--- config.mk ---
export PLATFORM = sky130hd
export DESIGN_NAME = sdram_arbiter
export DESIGN_NICKNAME = d
export VERILOG_FILES = /design/src/rtl/sdram_arbiter.sv
export SDC_FILE = /design/constraint.sdc
export NUM_CORES = 1
export LEC_CHECK = 0
export ABC_AREA = 1
export BUFFER_PORTS_ARGS = -buffer_cell sky130_fd_sc_hd__buf_2
export CORE_ASPECT_RATIO = 1.25
export CORE_MARGIN = 5
export CORE_UTILIZATION = 53
export CTS_BUF_LIST = sky130_fd_sc_hd__clkbuf_4
export DETAILED_ROUTE_END_ITERATION = 6
export GPL_ROUTABILITY_DRIVEN = 0
export GPL_TIMING_DRIVEN = 0
export PLACE_DENSITY_LB_ADDON = 0.3
export SETUP_SLACK_MARGIN = 0.05
export SLEW_MARGIN = 30
export SYNTH_ARGS = -nofsm -noshare
export SYNTH_HDL_FRONTEND = slang
export SYNTH_SLANG_ARGS = --single-unit
--- constraint.sdc ---
create_clock -name S_CLK -period 2.24 [get_ports S_CLK]
set_input_delay 0.224 -clock S_CLK [delete_from_list [all_inputs] [get_ports S_CLK]]
set_output_delay 0.224 -clock S_CLK [all_outputs]
set_load 0.05 [all_outputs]
--- src/rtl/sdram_arbiter.sv ---
// SDRAM command arbiter: after init, grants the pin bus to refresh, the write sequencer
// or the read sequencer, and generates the periodic PRECHARGE-ALL + AUTO REFRESH itself.
module sdram_arbiter #(
  parameter int REF_PERIOD  = 1560,
  parameter int TRP         = 2,
  parameter int TRFC        = 7,
  parameter int ACK_TIMEOUT = 64
) (
  input  logic        S_CLK,
  input  logic        RST_N,
  input  logic        init_done,
  input  logic [4:0]  init_cmd,
  input  logic [11:0] init_addr,
  input  logic        wr_req,
  output logic        wr_en,
  input  logic        wr_ack,
  input  logic [4:0]  wr_cmd,
  input  logic [11:0] wr_addr,
  input  logic        rd_req,
  output logic        rd_en,
  input  logic        rd_ack,
  input  logic [4:0]  rd_cmd,
  input  logic [11:0] rd_addr,
  output logic [4:0]  sdram_cmd,
  output logic [11:0] sdram_addr,
  output logic        ref_overrun,
  output logic        timeout_err
);

  localparam logic [4:0]  CMD_NOP  = 5'b10111;
  localparam logic [4:0]  CMD_PREC = 5'b10010;
  localparam logic [4:0]  CMD_AREF = 5'b10001;
  localparam logic [11:0] ADDR_ALL = 12'h400;

  localparam int RW = (REF_PERIOD  > 1) ? $clog2(REF_PERIOD)  : 1;
  localparam int TW = (ACK_TIMEOUT > 1) ? $clog2(ACK_TIMEOUT) : 1;
  localparam int SW = $clog2(TRP + TRFC + 2);

  localparam logic [RW-1:0] REF_LAST  = RW'(REF_PERIOD - 1);
  localparam logic [TW-1:0] TO_LAST   = TW'(ACK_TIMEOUT - 1);
  localparam logic [SW-1:0] STEP_AREF = SW'(TRP + 1);
  localparam logic [SW-1:0] STEP_LAST = SW'(TRP + TRFC + 1);

  typedef enum logic [2:0] {ST_INIT, ST_IDLE, ST_WRITE, ST_READ, ST_AREF} state_t;

  state_t        state_q, state_d;
  logic          wr_en_q, wr_en_d;
  logic          rd_en_q, rd_en_d;
  logic          aref_req_q, aref_req_d;
  logic [RW-1:0] ref_cnt_q, ref_cnt_d;
  logic [TW-1:0] to_cnt_q, to_cnt_d;
  logic [SW-1:0] aref_step_q, aref_step_d;
  logic [4:0]    aref_cmd_q, aref_cmd_d;
  logic [11:0]   aref_addr_q, aref_addr_d;
  logic          ref_overrun_q, ref_overrun_d;
  logic          timeout_err_q, timeout_err_d;
  logic          ref_expire;

  always_comb begin
    state_d       = state_q;
    wr_en_d       = 1'b0;
    rd_en_d       = 1'b0;
    to_cnt_d      = '0;
    aref_step_d   = '0;
    timeout_err_d = timeout_err_q;
    case (state_q)
      ST_INIT:  if (init_done) state_d = ST_IDLE;
      ST_IDLE: begin
        if (aref_req_q) begin
          state_d = ST_AREF;
        end else if (wr_req) begin
          state_d = ST_WRITE;
          wr_en_d = 1'b1;
        end else if (rd_req) begin
          state_d = ST_READ;
          rd_en_d = 1'b1;
        end
      end
      ST_WRITE, ST_READ: begin
        if ((state_q == ST_WRITE) ? wr_ack : rd_ack) begin
          state_d = ST_IDLE;
        end else if (to_cnt_q == TO_LAST) begin
          state_d       = ST_IDLE;
          timeout_err_d = 1'b1;
        end else begin
          to_cnt_d = to_cnt_q + 1'b1;
        end
      end
      ST_AREF: begin
        if (aref_step_q == STEP_LAST) state_d = ST_IDLE;
        else                          aref_step_d = aref_step_q + 1'b1;
      end
      default:  state_d = ST_INIT;
    endcase
  end

  // Refresh timer runs in every state but INIT; a new expiry beats the clear on AREF entry.
  always_comb begin
    ref_cnt_d     = '0;
    ref_expire    = 1'b0;
    ref_overrun_d = ref_overrun_q;
    aref_req_d    = aref_req_q;
    if (state_q != ST_INIT) begin
      if (ref_cnt_q == REF_LAST) begin
        ref_expire = 1'b1;
        if (aref_req_q) ref_overrun_d = 1'b1;
      end else begin
        ref_cnt_d = ref_cnt_q + 1'b1;
      end
    end
    if (ref_expire)                                    aref_req_d = 1'b1;
    else if (state_d == ST_AREF && state_q != ST_AREF) aref_req_d = 1'b0;
  end

  always_comb begin
    aref_cmd_d  = CMD_NOP;
    aref_addr_d = ADDR_ALL;
    if (state_d == ST_AREF) begin
      if (state_q != ST_AREF)          aref_cmd_d = CMD_PREC;
      else if (aref_step_d == STEP_AREF) aref_cmd_d = CMD_AREF;
    end
  end

  always_ff @(posedge S_CLK or negedge RST_N) begin
    if (!RST_N) begin
      state_q       <= ST_INIT;
      wr_en_q       <= 1'b0;
      rd_en_q       <= 1'b0;
      aref_req_q    <= 1'b0;
      ref_cnt_q     <= '0;
      to_cnt_q      <= '0;
      aref_step_q   <= '0;
      aref_cmd_q    <= CMD_NOP;
      aref_addr_q   <= ADDR_ALL;
      ref_overrun_q <= 1'b0;
      timeout_err_q <= 1'b0;
    end else begin
      state_q       <= state_d;
      wr_en_q       <= wr_en_d;
      rd_en_q       <= rd_en_d;
      aref_req_q    <= aref_req_d;
      ref_cnt_q     <= ref_cnt_d;
      to_cnt_q      <= to_cnt_d;
      aref_step_q   <= aref_step_d;
      aref_cmd_q    <= aref_cmd_d;
      aref_addr_q   <= aref_addr_d;
      ref_overrun_q <= ref_overrun_d;
      timeout_err_q <= timeout_err_d;
    end
  end

  always_comb begin
    sdram_cmd  = init_cmd;
    sdram_addr = init_addr;
    case (state_q)
      ST_IDLE:  begin sdram_cmd = CMD_NOP;    sdram_addr = ADDR_ALL;    end
      ST_WRITE: begin sdram_cmd = wr_cmd;     sdram_addr = wr_addr;     end
      ST_READ:  begin sdram_cmd = rd_cmd;     sdram_addr = rd_addr;     end
      ST_AREF:  begin sdram_cmd = aref_cmd_q; sdram_addr = aref_addr_q; end
      default:  begin sdram_cmd = init_cmd;   sdram_addr = init_addr;   end
    endcase
  end

  assign wr_en       = wr_en_q;
  assign rd_en       = rd_en_q;
  assign ref_overrun = ref_overrun_q;
  assign timeout_err = timeout_err_q;

endmodule
== Word-level counts from Yosys, hierarchy flattened ==
Cells that the tools add are included.

* Flip-flop bits (word level): 34
* Input port bits: 58
* Output and inout port bits: 21
* Logic and storage cells: 64

* Add/subtract/negate cells: 3
* Equality and inequality tests: 10
* Muxes and demuxes: 32
* Bitwise operators: 1
* Reduce and logical (&&, ||, !) cells: 8

{| class="wikitable"
|+ Operators with widths
! cell !! number
|-
| case mux 12 bit (3 select lines) || 1
|-
| two-way mux 3 bit || 10
|-
| two-way mux 11 bit || 2
|-
| case mux 5 bit (4 select lines) || 1
|-
| two-way mux 6 bit || 3
|-
| two-way mux 1 bit || 12
|-
| case mux 3 bit (4 select lines) || 1
|-
| adder 11 x 1 -> 11 bit, second input constant || 1
|-
| equality test 11 bit, second input constant || 1
|-
| two-way mux 4 bit || 2
|-
| adder 6 x 1 -> 6 bit, second input constant || 1
|-
| equality test 3 x 2 -> 1 bit, second input constant || 2
|-
| equality test 3 bit, second input constant || 2
|-
| equality test 6 bit, second input constant || 1
|-
| AND reduction 3 bit || 2
|-
| adder 4 x 1 -> 4 bit, second input constant || 1
|-
| equality test 4 x 2 -> 1 bit, second input constant || 1
|-
| equality test 4 bit, second input constant || 1
|-
| OR reduction 2 bit || 2
|-
| equality test 3 x 1 -> 1 bit, second input constant || 1
|-
| zero test 3 bit || 1
|-
| != test 3 bit, second input constant || 1
|-
| nonzero test 3 bit || 1
|-
| nonzero test 2 bit || 1
|-
| other kinds (2) || 2
|}

== Logic depth before layout (Yosys ltp) ==
Gate-level depths: netlist (run 1).

* Depth in word-level cells: 8
* Depth in mapped cells: 8
* Depth with buffers taken out: 8

== Least setup slack after synthesis (run 1) ==
OpenSTA, ideal clock, no wires.

* Path kind: register -> output
* Start point: register state_q[2]
* End point: output port sdram_cmd[0]
* Arrival: 1.365 ns
* Required time: 2.016 ns
* Slack: 0.651 ns
* Cell stages (with the launch flop): 7
* Path buffers: 1
* Path through: dfrtp_1 > inv_2 > nand2_4 > nor2_4 > buf_4 > nand2_1 > nand4_1

* Cells in the longest elaborated chain, start to end: 2
* Elaborated cells between the ends (all ways): 5
* Classes of those cells: eq/ne: 4; mux: 1

{| class="wikitable"
|+ Ends and longest elaborated chain
! item !! RTL line !! source
|-
| start, declared || 46 || <nowiki>state_t state_q, state_d;</nowiki>
|-
| start signal, assigned || 138 || <nowiki>state_q <= state_d;</nowiki>
|-
| equality test 3 bit (tied with other cells) || 155 || <nowiki>case (state_q)</nowiki>
|-
| case mux 5 bit (4 select lines) (*) || 155 ||
|-
| end, declared || 24 || <nowiki>output logic [4:0] sdram_cmd,</nowiki>
|}

Every way passes the cells marked *; elsewhere a longest branch is shown, timed or not.

== Worst setup path after layout (run 1) ==
* Start point: register state_q[0]
* End point: output port sdram_addr[6]

* Cells in the longest elaborated chain, start to end: 3
* Elaborated cells between the ends (all ways): 6
* Classes of those cells: eq/ne: 4; mux: 1; reduce/logical: 1

{| class="wikitable"
|+ Ends and longest elaborated chain
! item !! RTL line !! source
|-
| equality test 3 bit or equality test 3 x 1 -> 1 bit (tied branches) || 155 ||
|-
| OR reduction 2 bit (no line) || n/a ||
|-
| case mux 12 bit (3 select lines) (*) || 155 ||
|-
| end, declared || 25 || <nowiki>output logic [11:0] sdram_addr,</nowiki>
|}

Marks and branches as above.

==> results of run 1 <==
[cells in the mapped netlist]
master	instances
a21oi_1	5
a22oi_1	12
a31oi_1	1
buf_4	2
buf_6	2
dfrtp_1	29
dfstp_2	3
ha_1	4
inv_1	22
inv_2	4
nand2_1	78
nand2_2	4
nand2_4	1
nand3_1	11
nand3b_1	1
nand4_1	8
nor2_1	43
nor2_2	2
nor2_4	1
nor2_8	1
nor3_1	1
o21ai_0	3
o21ai_1	1
o21bai_1	3
xnor2_1	2
xor2_1	7
[logic make-up after synthesis]
group,Yosys count,share of synthesized area (%)
flip-flops,32,42.7
adder cells (fa/ha/maj),4,2.66
XOR/XNOR,9,4.18
AO/OA/AOI/OAI,25,8.70
AND/OR/NAND/NOR,151,34.6
buffers and inverters,30,7.17
[state kept, by name, indices dropped and copies added, names as in the netlist]
name / count
aref_cmd_q: 3
aref_req_q: 1
aref_step_q: 4
rd_en: 1
ref_cnt_q: 11
ref_overrun: 1
state_q: 3
timeout_err: 1
to_cnt_q: 6
wr_en: 1
[routing by layer]
layer | global-route usage (%) | up-vias | wire, µm
li1 | - | 974 | -
met1 | 23.5 | 882 | 1900
met2 | 33.2 | 65 | 2480
met3 | 5.56 | 10 | 289
met4 | 10.6 | 0 | 107
met5 | 0 | - | 0
[through the flow]
| step | hold WS [ns] | utilization [%] |
|---|---|---|
| after global placement | 0.302 | 67.3 |
| after global routing | 0.102 | 69.2 |
| after CTS | 0.111 | 69.2 |
| after floorplan | -0.0716 | - |
| after detailed placement | 0.308 | 67.3 |
| final | 0.129 | 69.2 |
[power by group through the flow]
stage	combinational [mW]	sequential, mW	clock, mW
floorplan	1.42	0.730	0
global placement	1.83	0.710	0
detailed placement	1.85	0.710	0
CTS	1.85	0.701	0.343
global route	1.99	0.712	0.373
finish	1.84	0.702	0.326
[area by class of cell]
class | instances | area share [%]
multi-input cells | 189 | 39.5
flip-flops and latches | 32 | 33.7
repair buffers | 79 | 16.8
inverters | 26 | 4.08
well taps | 39 | 2.04
clock buffers | 5 | 1.57
plain buffers | 4 | 1.57
clock inverters | 3 | 0.785
[timing repair]
action / CTS / global route
hold buffers: 1 / 0
buffers inserted: 0 / 0
hold endpoints to repair: 29 / 0
[critical path, stage by stage, from the launching register on]
cell	delay, ns
dfrtp_1	0.39
buf_6	0.15
o21ai_0	0.16
nand2_1	0.08
inv_2	0.13
buf_6	0.16
nand2_1	0.06
nand2_1	0.06
buf_2	0.26
[worst paths after layout]
kind	from	endpoint	slack, ns	cells past startpoint
setup / recovery	state_q[0]	sdram_addr[6]	0.22	8
hold / removal	rd_req	rd_en	0.13	3
setup reg to reg	ref_cnt_q[0]	ref_cnt_q[4]	0.76	8
hold reg to reg	to_cnt_q[0]	to_cnt_q[0]	0.47	1
max in group asynchronous	RST_N	state_q[2]	1.34	2
min in group asynchronous	RST_N	to_cnt_q[3]	0.44	2
==> impl_metrics.csv, run 1 <==
group,metric,value,unit
logic_synthesis,synth_top_cell_area_share,38.5,%
logic_synthesis,synthCells,251,
power_and_ir_drop,finalPower,2.87,mW
sta,tns,0,ns
run_status,outcome,"completed",
logic_synthesis,yosysUniqueCellTypes,26,
placement,detailedPlace.worstSlack,0.602,ns
sta,finalCritPeriodShare,90.0,%
sta,finalHoldViolCount,0,
placement,numPortBuffers,78,
sta,grt_setup_unrepaired,"false",
global_routing,grt_max_degree,33,
floorplanning,placeableCoreArea,0.00345,mm²
floorplanning,initial_core_util,54.6,%
cells_and_area,stdcell_area,0.00239,mm²
setup_path,critPathKind,"flop to output pin",
clock_tree,postCtsResizedCells,0,
drt,wl_per_cell,12.7,µm
clock_tree,htreeDepth,2,
cells_and_area,diodes,0,
drt,vias,1931,
setup_path,worstPathMaxFanout,10,
logic_synthesis,ys_seq_area_share,42.7,%
global_routing,grt_pass1_wl,7940,µm
logic_synthesis,yosys-top-cells-area,"dfrtp_1 39%, nand2_1 16%, nor2_1 8.6%",
power_and_ir_drop,p_sw,1.63,mW
sta,max_slew_margin,54.3,%
floorplanning,rows,24,
clock_tree,cts_buffer_depth,2,
sta,worst_slack,0.224,ns
cells_and_area,instances_no_fill,377,
logic_synthesis,synth_area_per_cell,7.51,µm²
global_routing,track_usage,20.2,%
global_routing,antenna_found_initial,0,
drt,drtIter0Drc,107,
drt,drt_first_pass_iters,4,
cells_and_area,drive_above_1_share,31.4,%
drt,via_per_inst,5.12,
sta,drv_slew,0,
sta,max_slew.worst_pin.slew,0.686,ns
cells_and_area,area_growth,26.8,%
worst_hold_path,hold_path_class,"primary input to flop",
placement,place_area,0.00232,mm²
placement,dp_cells,368,
floorplanning,dieArea,0.00486,mm²
setup_path,crit_path_end_kind,"output pin",
placement,dp_hpwl,3840,µm
logic_synthesis,synth.ff_latch_count,32,
power_and_ir_drop,leakagePower,1.31,nW
power_and_ir_drop,powerDensity,1200,mW/mm²
sta,finalSetupViolations,0,
clock_tree,clk_pin_slew,0.11,ns
cells_and_area,regArea,805,µm²
drt,routed_wirelength,4780,µm
clock_tree,insertion_delay,0.35,ns
cells_and_area,multi_input_area,945,µm²
floorplanning,die_w,63.3,µm
cells_and_area,nets,399,
drt,ant_nets,0,
global_routing,grt_pass1_vias,1800,
clock_tree,clock_sink_count,32,
power_and_ir_drop,clock_power_share,11.3,%
setup_path,cp.required,2.02,ns
power_and_ir_drop,swShare,56.8,%
floorplanning,die_h,76.7,µm
power_and_ir_drop,pwr-share-seq,24.5,%
clock_tree,cts_buffers,5,
run,cap_violations,0,
sta,max_freq,496,MHz
setup_path,crit_arrival,1.79,ns
logic_synthesis,synthesis.nets,313,
sta,min_period,2.02,ns
power_and_ir_drop,p_comb_share,64.2,%
cells_and_area,fillCellCount,308,
logic_synthesis,synth_top_area_cell,"dfrtp_1",
clock_tree,cts_tree,"done",
clock_tree,cts_root_buffer,"clkbuf_4",
global_routing,overflow,0,
logic_synthesis,netlist_area,0.00188,mm²
power_and_ir_drop,vdd_drop_max,1.37,mV
setup_path,cp-start-kind,"flop",
cells_and_area,mostFrequentLayoutCells,"78 x nand2_1, 78 x buf_2, 43 x nor2_1",
drt,drcViolationCount,0,
power_and_ir_drop,internal_power,1.24,mW
sta,fin_skew,0.0182,ns
logic_synthesis,synth_warnings,0,
floorplanning,ios,79,
(Power assumes the default switching activity.)
==> inputs of run 2 (changes only) <==
--- a/config.mk
+++ b/config.mk
@@ -9,7 +9,7 @@
 export BUFFER_PORTS_ARGS = -buffer_cell sky130_fd_sc_hd__buf_2
 export CORE_ASPECT_RATIO = 1.25
 export CORE_MARGIN = 5
-export CORE_UTILIZATION = 53
+export CORE_UTILIZATION = 49
 export CTS_BUF_LIST = sky130_fd_sc_hd__clkbuf_4
 export DETAILED_ROUTE_END_ITERATION = 6
 export GPL_ROUTABILITY_DRIVEN = 0
==> constraint.sdc (replaced) <==
create_clock -name S_CLK -period 1.9 [get_ports S_CLK]
set_input_delay 0.19 -clock S_CLK [delete_from_list [all_inputs] [get_ports S_CLK]]
set_output_delay 0.19 -clock S_CLK [all_outputs]
set_load 0.05 [all_outputs]
==> run 2 against run 1 <==
Sequential cell count unchanged. Die area up 7.0%. Critical endpoint is now sdram_addr[7]. Cell count up 4.0%. Non-clock buffer count up 14.
==> impl_metrics.csv, run 2 (synthesized netlist as in run 1, its figures left out) <==
group,metric,value,unit
drt,ant_nets,0,
drt,routed_wirelength,5560,µm
setup_path,worst_path_most_repeated_cell,"buf_6",
cells_and_area,final_util,71.2,%
cells_and_area,mostFrequentLayoutCells,"76 x nand2_1, 61 x buf_2, 43 x nor2_1",
worst_hold_path,hold_path_class,"primary input to flop",
cells_and_area,area_growth,41.8,%
clock_tree,clk_pin_slew,0.10,ns
floorplanning,die_h,79.3,µm
sta,max_slew.worst_pin.slew,0.681,ns
setup_path,critPathKind,"flop to output pin",
sta,max_freq,541,MHz
sta,min_period,1.85,ns
clock_tree,clock_sink_count,32,
sta,finalHoldViolCount,0,
setup_path,cp.required,1.71,ns
cells_and_area,drive_above_1_share,35.8,%
cells_and_area,largest_register_ffs,11,
floorplanning,rows,25,
clock_tree,cts_buffer_depth,2,
placement,numPortBuffers,78,
run,cap_violations,0,
drt,drt_first_pass_iters,4,
run_status,outcome,"completed",
sta,max_slew_margin,54.6,%
floorplanning,dieArea,0.00519,mm²
drt,wl_per_cell,14.2,µm
global_routing,overflow,0,
power_and_ir_drop,finalPower,4.14,mW
sta,fin_skew,0.00898,ns
sta,finalCritPeriodShare,97.3,%
cells_and_area,stdcell_area,0.00267,mm²
floorplanning,placeableCoreArea,0.00375,mm²
clock_tree,htreeDepth,2,
sta,hold_ws,0.106,ns
global_routing,grt_pass1_vias,1957,
global_routing,track_usage,21.1,%
placement,dp_hpwl,3770,µm
sta,finalSetupViolations,0,
drt,via_per_inst,5.16,
sta,grt_setup_unrepaired,"true",
drt,drcViolationCount,0,
power_and_ir_drop,vdd_drop_max,0.656,mV
clock_tree,cts_buffers,5,
setup_path,crit_arrival,1.66,ns
cells_and_area,diodes,0,
setup_path,cp-start-kind,"flop",
drt,vias,2021,
floorplanning,ios,79,
global_routing,grt_max_degree,33,
setup_path,cp_top_family,"buffers and inverters",
setup_path,crit_path_end_kind,"output pin",
global_routing,grt_pass1_wl,8630,µm
power_and_ir_drop,powerDensity,1550,mW/mm²
sta,tns,0,ns
cells_and_area,reg.largest.list,"ref_cnt_q x11, to_cnt_q x6, aref_step_q x4",
power_and_ir_drop,leakagePower,1.43,nW
global_routing,antenna_found_initial,0,
clock_tree,insertion_delay,0.33,ns
clock_tree,cts_tree,"done",
clock_tree,cts_root_buffer,"clkbuf_4",
setup_path,crit_path_top_delay_cell,"dfrtp_1",
cells_and_area,nets,413,
sta,drv_slew,0,
setup_path,cp_num_buf_inv,3,
cells_and_area,final_common_cell,"nand2_1",
setup_path,worstPathMaxFanout,9,
floorplanning,initial_core_util,50.2,%
setup_path,crit_path_max_incr_delay,0.42,ns
placement,place_area,0.00232,mm²
drt,drtIter0Drc,83,
setup_path,cp_cell_sequence,"inv_2 -> nand2_4 -> nor2_8 -> buf_6 -> a22oi_1 -> nand2_1 -> buf_6",
cells_and_area,largest-register,"ref_cnt_q",
floorplanning,die_w,65.5,µm
[run 2: cell types whose count changed in the layout (fill, tap and decap cells not counted), moves of 2 or more]
cell     previous run  this run
nand2_1            78        76
buf_4               2        12
nand2_2             4         6
buf_6               2        22
buf_2              78        61
[run 2: final timing paths]
path | from | endpoint | slack (ns) | depth (start not counted)
max | state_q[2] | sdram_addr[7] | 0.05 | 7
min | rd_req | rd_en | 0.11 | 3
max reg2reg | ref_cnt_q[0] | ref_cnt_q[4] | 0.43 | 8
min reg2reg | to_cnt_q[0] | to_cnt_q[0] | 0.46 | 1
max in group asynchronous | RST_N | state_q[1] | 0.98 | 2
min in group asynchronous | RST_N | ref_cnt_q[0] | 0.44 | 2
[run 2: repair_timing]
item	in CTS	in global routing
setup endpoints to repair	15	17
cloned	0	2
resized for setup	30	22
buffers inserted	4	8
hold endpoints to repair	29	0
pin swaps	4	3
hold buffers	1	0
[run 2: metal layers]
layer | track usage, % | up-vias | wire [µm]
met1 | 22.5 | 929 | 1990
met4 | 9.34 | 0 | 208
met5 | 0 | - | 0
met2 | 38.4 | 70 | 2980
li1 | - | 1000 | -
met3 | 5.23 | 22 | 373
[run 2: metrics by stage]
stage          worst slack (ns)  instances
2_1_floorplan             0.345        251
3_3_place_gp              0.298        369
3_5_place_dp              0.283        369
4_1_cts                  0.0403        382
5_1_grt                 -0.0281        392
6_report                 0.0519        392
[run 2: power by group]
group	internal [mW]	switching [mW]
clock network	0.290	0.221
logic	1.00	1.79
registers	0.762	0.0755
[run 2: area by class of cell]
cell class / count / area, µm²
fill: 274 / 1080
multi-input combinational: 189 / 967
sequential: 32 / 806
timing repair buffer: 93 / 623
inverter: 26 / 100
tap: 40 / 50.0
clock buffer: 6 / 45.0
buffer: 4 / 45.0
clock inverter: 2 / 35.0
[run 2: worst register-to-register path: cells and delay by family, from the launching register on]
kind,cells,cell delay (ns)
flops,1,0.44
simple gates,5,0.53
buf+inv,2,0.16
fa+ha+maj,1,0.28
